## config.mk

```make
export PLATFORM = sky130hd
export DESIGN_NAME = a2d_rr_sched_flat
export DESIGN_NICKNAME = d
export VERILOG_FILES = /design/src/rtl/a2d_rr_sched_if.sv /design/src/rtl/a2d_rr_sched.sv /design/src/flat_wrapper.sv
export SDC_FILE = /design/constraint.sdc
export NUM_CORES = 1
export LEC_CHECK = 0
export CORE_ASPECT_RATIO = 0.6
export CORE_MARGIN = 1
export CORE_UTILIZATION = 35
export DETAILED_ROUTE_END_ITERATION = 8
export GPL_ROUTABILITY_DRIVEN = 0
export HOLD_SLACK_MARGIN = 0.12
export PLACE_DENSITY_LB_ADDON = 0.3
export SLEW_MARGIN = 20
export SYNTH_ARGS = -nofsm -noshare
export SYNTH_HDL_FRONTEND = slang
export SYNTH_SLANG_ARGS = --single-unit
```

## constraint.sdc

```tcl
create_clock -name clk -period 2.81 [get_ports clk]
set_input_delay 0.843 -clock clk [delete_from_list [all_inputs] [get_ports clk]]
set_output_delay 0.843 -clock clk [all_outputs]
set_load 0.05 [all_outputs]
```

## src/rtl/a2d_rr_sched_if.sv

```systemverilog
// a2d_rr_sched_if: command/response handshake between the scheduler and the shared SPI master.
interface a2d_rr_sched_if;
    logic        wrt;
    logic [15:0] wt_data;
    logic        done;
    logic [15:0] rd_data;
    modport master (output wrt, wt_data, input done, rd_data);
    modport slave  (input wrt, wt_data, output done, rd_data);
endinterface

```

## src/rtl/a2d_rr_sched.sv

```systemverilog
// a2d_rr_sched: round-robin A2D conversion scheduler over a shared SPI master.
// Each conversion is a command transaction, a one-cycle gap, then a read transaction.
module a2d_rr_sched #(
    parameter logic [2:0]  CH_LFT   = 3'd0,
    parameter logic [2:0]  CH_RGHT  = 3'd4,
    parameter logic [2:0]  CH_STEER = 3'd5,
    parameter logic [2:0]  CH_BATT  = 3'd6,
    parameter logic [15:0] TMO      = 16'd4096
) (
    input  logic                  clk,
    input  logic                  rst_n,
    input  logic                  nxt,
    a2d_rr_sched_if.master        spi,
    output logic [11:0]           lft_ld,
    output logic [11:0]           rght_ld,
    output logic [11:0]           steer_pot,
    output logic [11:0]           batt,
    output logic                  cnv_cmplt,
    output logic                  busy,
    output logic                  tmo_err
);
    localparam logic [1:0] IDLE = 2'd0;
    localparam logic [1:0] CMD  = 2'd1;
    localparam logic [1:0] GAP  = 2'd2;
    localparam logic [1:0] READ = 2'd3;

    logic [1:0]  state;
    logic [1:0]  ptr;
    logic [15:0] tmo_cnt;
    logic [2:0]  ch;
    logic        tmo_hit;
    logic        unused_hi;

    always_comb ch = ptr == 2'd0 ? CH_LFT : ptr == 2'd1 ? CH_RGHT : ptr == 2'd2 ? CH_STEER : CH_BATT;

    assign spi.wt_data = {2'b00, ch, 11'h000};
    assign busy        = state != IDLE;
    assign tmo_hit     = tmo_cnt == TMO - 16'd1;
    assign unused_hi   = ^spi.rd_data[15:12];

    always_ff @(posedge clk or negedge rst_n) begin
        if (!rst_n) begin
            state     <= IDLE;
            ptr       <= 2'd0;
            tmo_cnt   <= 16'd0;
            lft_ld    <= 12'd0;
            rght_ld   <= 12'd0;
            steer_pot <= 12'd0;
            batt      <= 12'd0;
            spi.wrt   <= 1'b0;
            cnv_cmplt <= 1'b0;
            tmo_err   <= 1'b0;
        end else begin
            spi.wrt   <= 1'b0;
            cnv_cmplt <= 1'b0;
            case (state)
                IDLE: if (nxt) begin
                    spi.wrt <= 1'b1;
                    tmo_cnt <= 16'd0;
                    state   <= CMD;
                end
                CMD: if (spi.done) begin
                    state <= GAP;
                end else if (tmo_hit) begin
                    state   <= IDLE;
                    tmo_err <= 1'b1;
                    ptr     <= ptr + 2'd1;
                end else begin
                    tmo_cnt <= tmo_cnt + 16'd1;
                end
                GAP: begin
                    spi.wrt <= 1'b1;
                    tmo_cnt <= 16'd0;
                    state   <= READ;
                end
                READ: if (spi.done) begin
                    case (ptr)
                        2'd0: lft_ld    <= spi.rd_data[11:0];
                        2'd1: rght_ld   <= spi.rd_data[11:0];
                        2'd2: steer_pot <= spi.rd_data[11:0];
                        2'd3: batt      <= spi.rd_data[11:0];
                    endcase
                    cnv_cmplt <= 1'b1;
                    ptr       <= ptr + 2'd1;
                    state     <= IDLE;
                end else if (tmo_hit) begin
                    state   <= IDLE;
                    tmo_err <= 1'b1;
                    ptr     <= ptr + 2'd1;
                end else begin
                    tmo_cnt <= tmo_cnt + 16'd1;
                end
            endcase
        end
    end
endmodule

```

## src/flat_wrapper.sv

```systemverilog
// flat-port wrapper written by rule: the top's interface ports become plain ports
module a2d_rr_sched_flat 
#(
    parameter logic [2:0]  CH_LFT   = 3'd0,
    parameter logic [2:0]  CH_RGHT  = 3'd4,
    parameter logic [2:0]  CH_STEER = 3'd5,
    parameter logic [2:0]  CH_BATT  = 3'd6,
    parameter logic [15:0] TMO      = 16'd4096
)
  (clk, rst_n, nxt, lft_ld, rght_ld, steer_pot, batt, cnv_cmplt, busy, tmo_err, spi_wrt, spi_wt_data, spi_done, spi_rd_data);
  a2d_rr_sched_if spi_i ();
  input  logic clk;
  input  logic rst_n;
  input  logic nxt;
  output logic [11:0] lft_ld;
  output logic [11:0] rght_ld;
  output logic [11:0] steer_pot;
  output logic [11:0] batt;
  output logic cnv_cmplt;
  output logic busy;
  output logic tmo_err;
  output wire logic [$bits(spi_i.wrt)-1:0] spi_wrt;
  output wire logic [$bits(spi_i.wt_data)-1:0] spi_wt_data;
  input wire logic [$bits(spi_i.done)-1:0] spi_done;
  input wire logic [$bits(spi_i.rd_data)-1:0] spi_rd_data;
  assign spi_wrt = spi_i.wrt;
  assign spi_wt_data = spi_i.wt_data;
  assign spi_i.done = spi_done;
  assign spi_i.rd_data = spi_rd_data;
  a2d_rr_sched #(.CH_LFT(CH_LFT), .CH_RGHT(CH_RGHT), .CH_STEER(CH_STEER), .CH_BATT(CH_BATT), .TMO(TMO)) u_core (.clk(clk), .rst_n(rst_n), .nxt(nxt), .spi(spi_i), .lft_ld(lft_ld), .rght_ld(rght_ld), .steer_pot(steer_pot), .batt(batt), .cnv_cmplt(cnv_cmplt), .busy(busy), .tmo_err(tmo_err));
endmodule
```

==> metrics.txt <==
htree depth 3; Mapped Cells 242; fin area between 4000 and 5000 um2; hold endpoint u_core.tmo_err; dpl ws between 200 and 250 ps; Cell variety after synth 44; async set-reset flop share out of synthesis 100%; Final Critical Period 2630 ps; number of max-cap violations 0; Clock Path Buffers 2; antenna violations before repair 0; Overall Global Routing Usage 15.6%; global route total overflow 0; VDD IR max 0.000726 V; crit start category register; setup violators final 0; CTS root buf clkbuf_16; vias in the first global route about 2.1k; CTS buffer count 9; Max-slew headroom 62.4%; routed vias approximately 2.2k; slowest stage delay, CP around 800 ps; drt first pass iters 4; Slowest cell on crit path clkdlybuf4s50_1; CP max FO 5; worst-path cell chain ha_1, clkdlybuf4s50_1; Post-Layout Cell Count ~440; Net Sw Frac between 40 and 50%; sequential-to-total area share from yosys stat around 56%; Die Y approximately 75 um; required time of the critical path around 2000 ps; Primary FF master, synth dfrtp_1; # clock sinks 71; die area 9400 um2; share of layout cells above drive strength 1 25.5%; sequential share of power roughly 29%; placed inst area between 3000 and 4000 um2; Ports a little under 90; Remaining DRCs 0; largest area contributor in the netlist dfrtp_1; Clock Skew between 4 and 5 ps; most frequent cell after synthesis dfrtp_1; clk_lat worst skew roughly 330 ps; clock power share between 10% and 20%; RSZ-0062 raised after global routing false; reg-to-reg endpoint u_core.ptr[1]; final hold vios 0; largest net degree at the start of global routing 72; Pint 3.11 mW; # placed instances approximately 430; Seq cells post-synth 71; status finished, final reports clean; worst-margin pin slew 562 ps; part of the power in combinational logic a little over half; DP HPWL between 4000 and 5000 um; first-pass GRT wire length around 11000 um; fillers about 770; r2r setup slk around 760 ps; Setup CP Type reg -> out; Crit. End Element output pin; nets 350; Max Fclk about 380 MHz; WP data arrival approximately 1800 ps; EDFF count, synth 0; top post-synthesis cells by count dfrtp_1 (71), mux2_2 (49), nand2_1 (14); CTS clk-pin slew, worst paths about 50 ps; Area Growth Syn to Fin 35.2%; Cell Rows 26; WHS Path Cells 1; Pwr per Cell Area 1320 nW/um2; die width between 100 and 150 um; port bufs 70; WHS 471 ps; Final Cycle Share between 90 and 100%; final core utilization between 40% and 50%; remaining antenna violation count after routing 0; post-DR wirelength/cell ~15 um; net switching power between 2 and 3 mW; Vias/cell just under 5; Slew Limit Fails 0; post-synth top area share 56.4%; core area about 8600 um2; YS warnings 0; total power 5.64 mW; reg-to-reg startpoint u_core.tmo_cnt[13]; Synth area leaders dfrtp_1 (56%), mux2_2 (18%), buf_4 (3.1%); post-route setup slack 183 ps; Fin Setup TNS 0 ps; CTS tree yes; Iteration-0 DRC Markers 96; synthesized area between 3000 and 4000 um2; Hold Path Class reg -> reg; worst-case reg-to-reg path depth 4; HP Start u_core.tmo_err; Initial Util a little over a third; post-synthesis area per instance ~13 um2; Total Routed Length between 6000 and 7000 um; # diodes 0; leak pwr around 1.9 nW
-- logic make-up (layout without fill, tap and decap cells) --
family	after synthesis	in the layout	synth area share (%)
DFF	71	71	56.4
and+or+nand+nor	54	54	10.5
adders and majority gates	6	6	2.38
other	1	13	0.119
buffers and inverters	29	104	5.44
muxes	54	54	19.1
AOI/OAI and AO/OA	24	24	5.24
xor gates and xnor gates	3	3	0.834
-- placed cells by master, fill, tap and decap left out, types with 3 or more instances in the layout --
cell type,instances
nor3_1,3
ha_1,6
o31ai_1,5
buf_4,10
clkbuf_16,9
xnor2_1,3
inv_1,6
clkdlybuf4s50_1,67
mux2i_1,5
nand2_1,14
conb_1,13
nor4_1,4
a21oi_1,6
nor2_1,4
dfrtp_1,71
or2_2,3
mux2_2,49
o211ai_1,4
nand3_1,5
-- area by class of cell --
class	count	area, um2	area share, %
Sequential cell	71	1780	41.7
Multi-Input combinational cell	154	1250	29.3
Timing Repair Buffer	81	792	18.6
Clock buffer	13	260	6.11
Tap cell	112	140	3.29
Inverter	7	26.3	0.617
Clock inverter	3	17.5	0.411
-- power groups by stage --
| stage | clock, mW | combinational, mW | sequential [mW] |
|---|---|---|---|
| final | 1.05 | 2.94 | 1.66 |
| after detailed placement | 0 | 2.95 | 1.68 |
| after CTS | 1.07 | 2.96 | 1.67 |
| after global placement | 0 | 2.93 | 1.66 |
| after global routing | 1.12 | 3.07 | 1.72 |
| after floorplan | 0 | 0.749 | 2.88 |
-- worst max-delay path by stage --
| stage | from | endpoint | cells past startpoint |
|---|---|---|---|
| finish | u_core.ptr[0] | spi_wt_data[12] | 2 |
| floorplan | spi_done | u_core.tmo_cnt[7] | 5 |
| global route | u_core.ptr[0] | spi_wt_data[12] | 2 |
| detailed placement | spi_done | u_core.tmo_cnt[7] | 5 |
| global placement | spi_done | u_core.tmo_cnt[7] | 5 |
| CTS | u_core.ptr[0] | spi_wt_data[11] | 3 |
-- layer usage --
metal  vias up  GRT usage (%)  part of all wire, %
li1       1009              -                    -
met1      1064           20.9                   49
met2        68           21.5                   40
met3        11           7.37                  8.9
met4         0           6.56                  1.3
met5         -              0                    0
-- flip-flops by register name, summed over array words and instances (netlist names) --
register,count
u_core.cnv_cmplt,1
u_core.tmo_cnt,16
u_core.ptr,2
u_core.state,2
u_core.rght_ld,12
u_core.tmo_err,1
u_core.steer_pot,12
u_core.spi.wrt,1
u_core.lft_ld,12
u_core.batt,12
-- worst max-delay path, delay by kind of cell (launching register included) --
kind	cells	cell delay [ps]
adders and majority gates	1	210
buffers and inverters	1	800
DFF	1	440
-- repair_timing --
item,CTS,global route
setup endpoints to repair,1,1
resized for setup,1,1
pin swaps,0,0
hold buffers,0,0
buffers inserted,0,0
No activity file was read; power rests on OpenSTA's default activity.
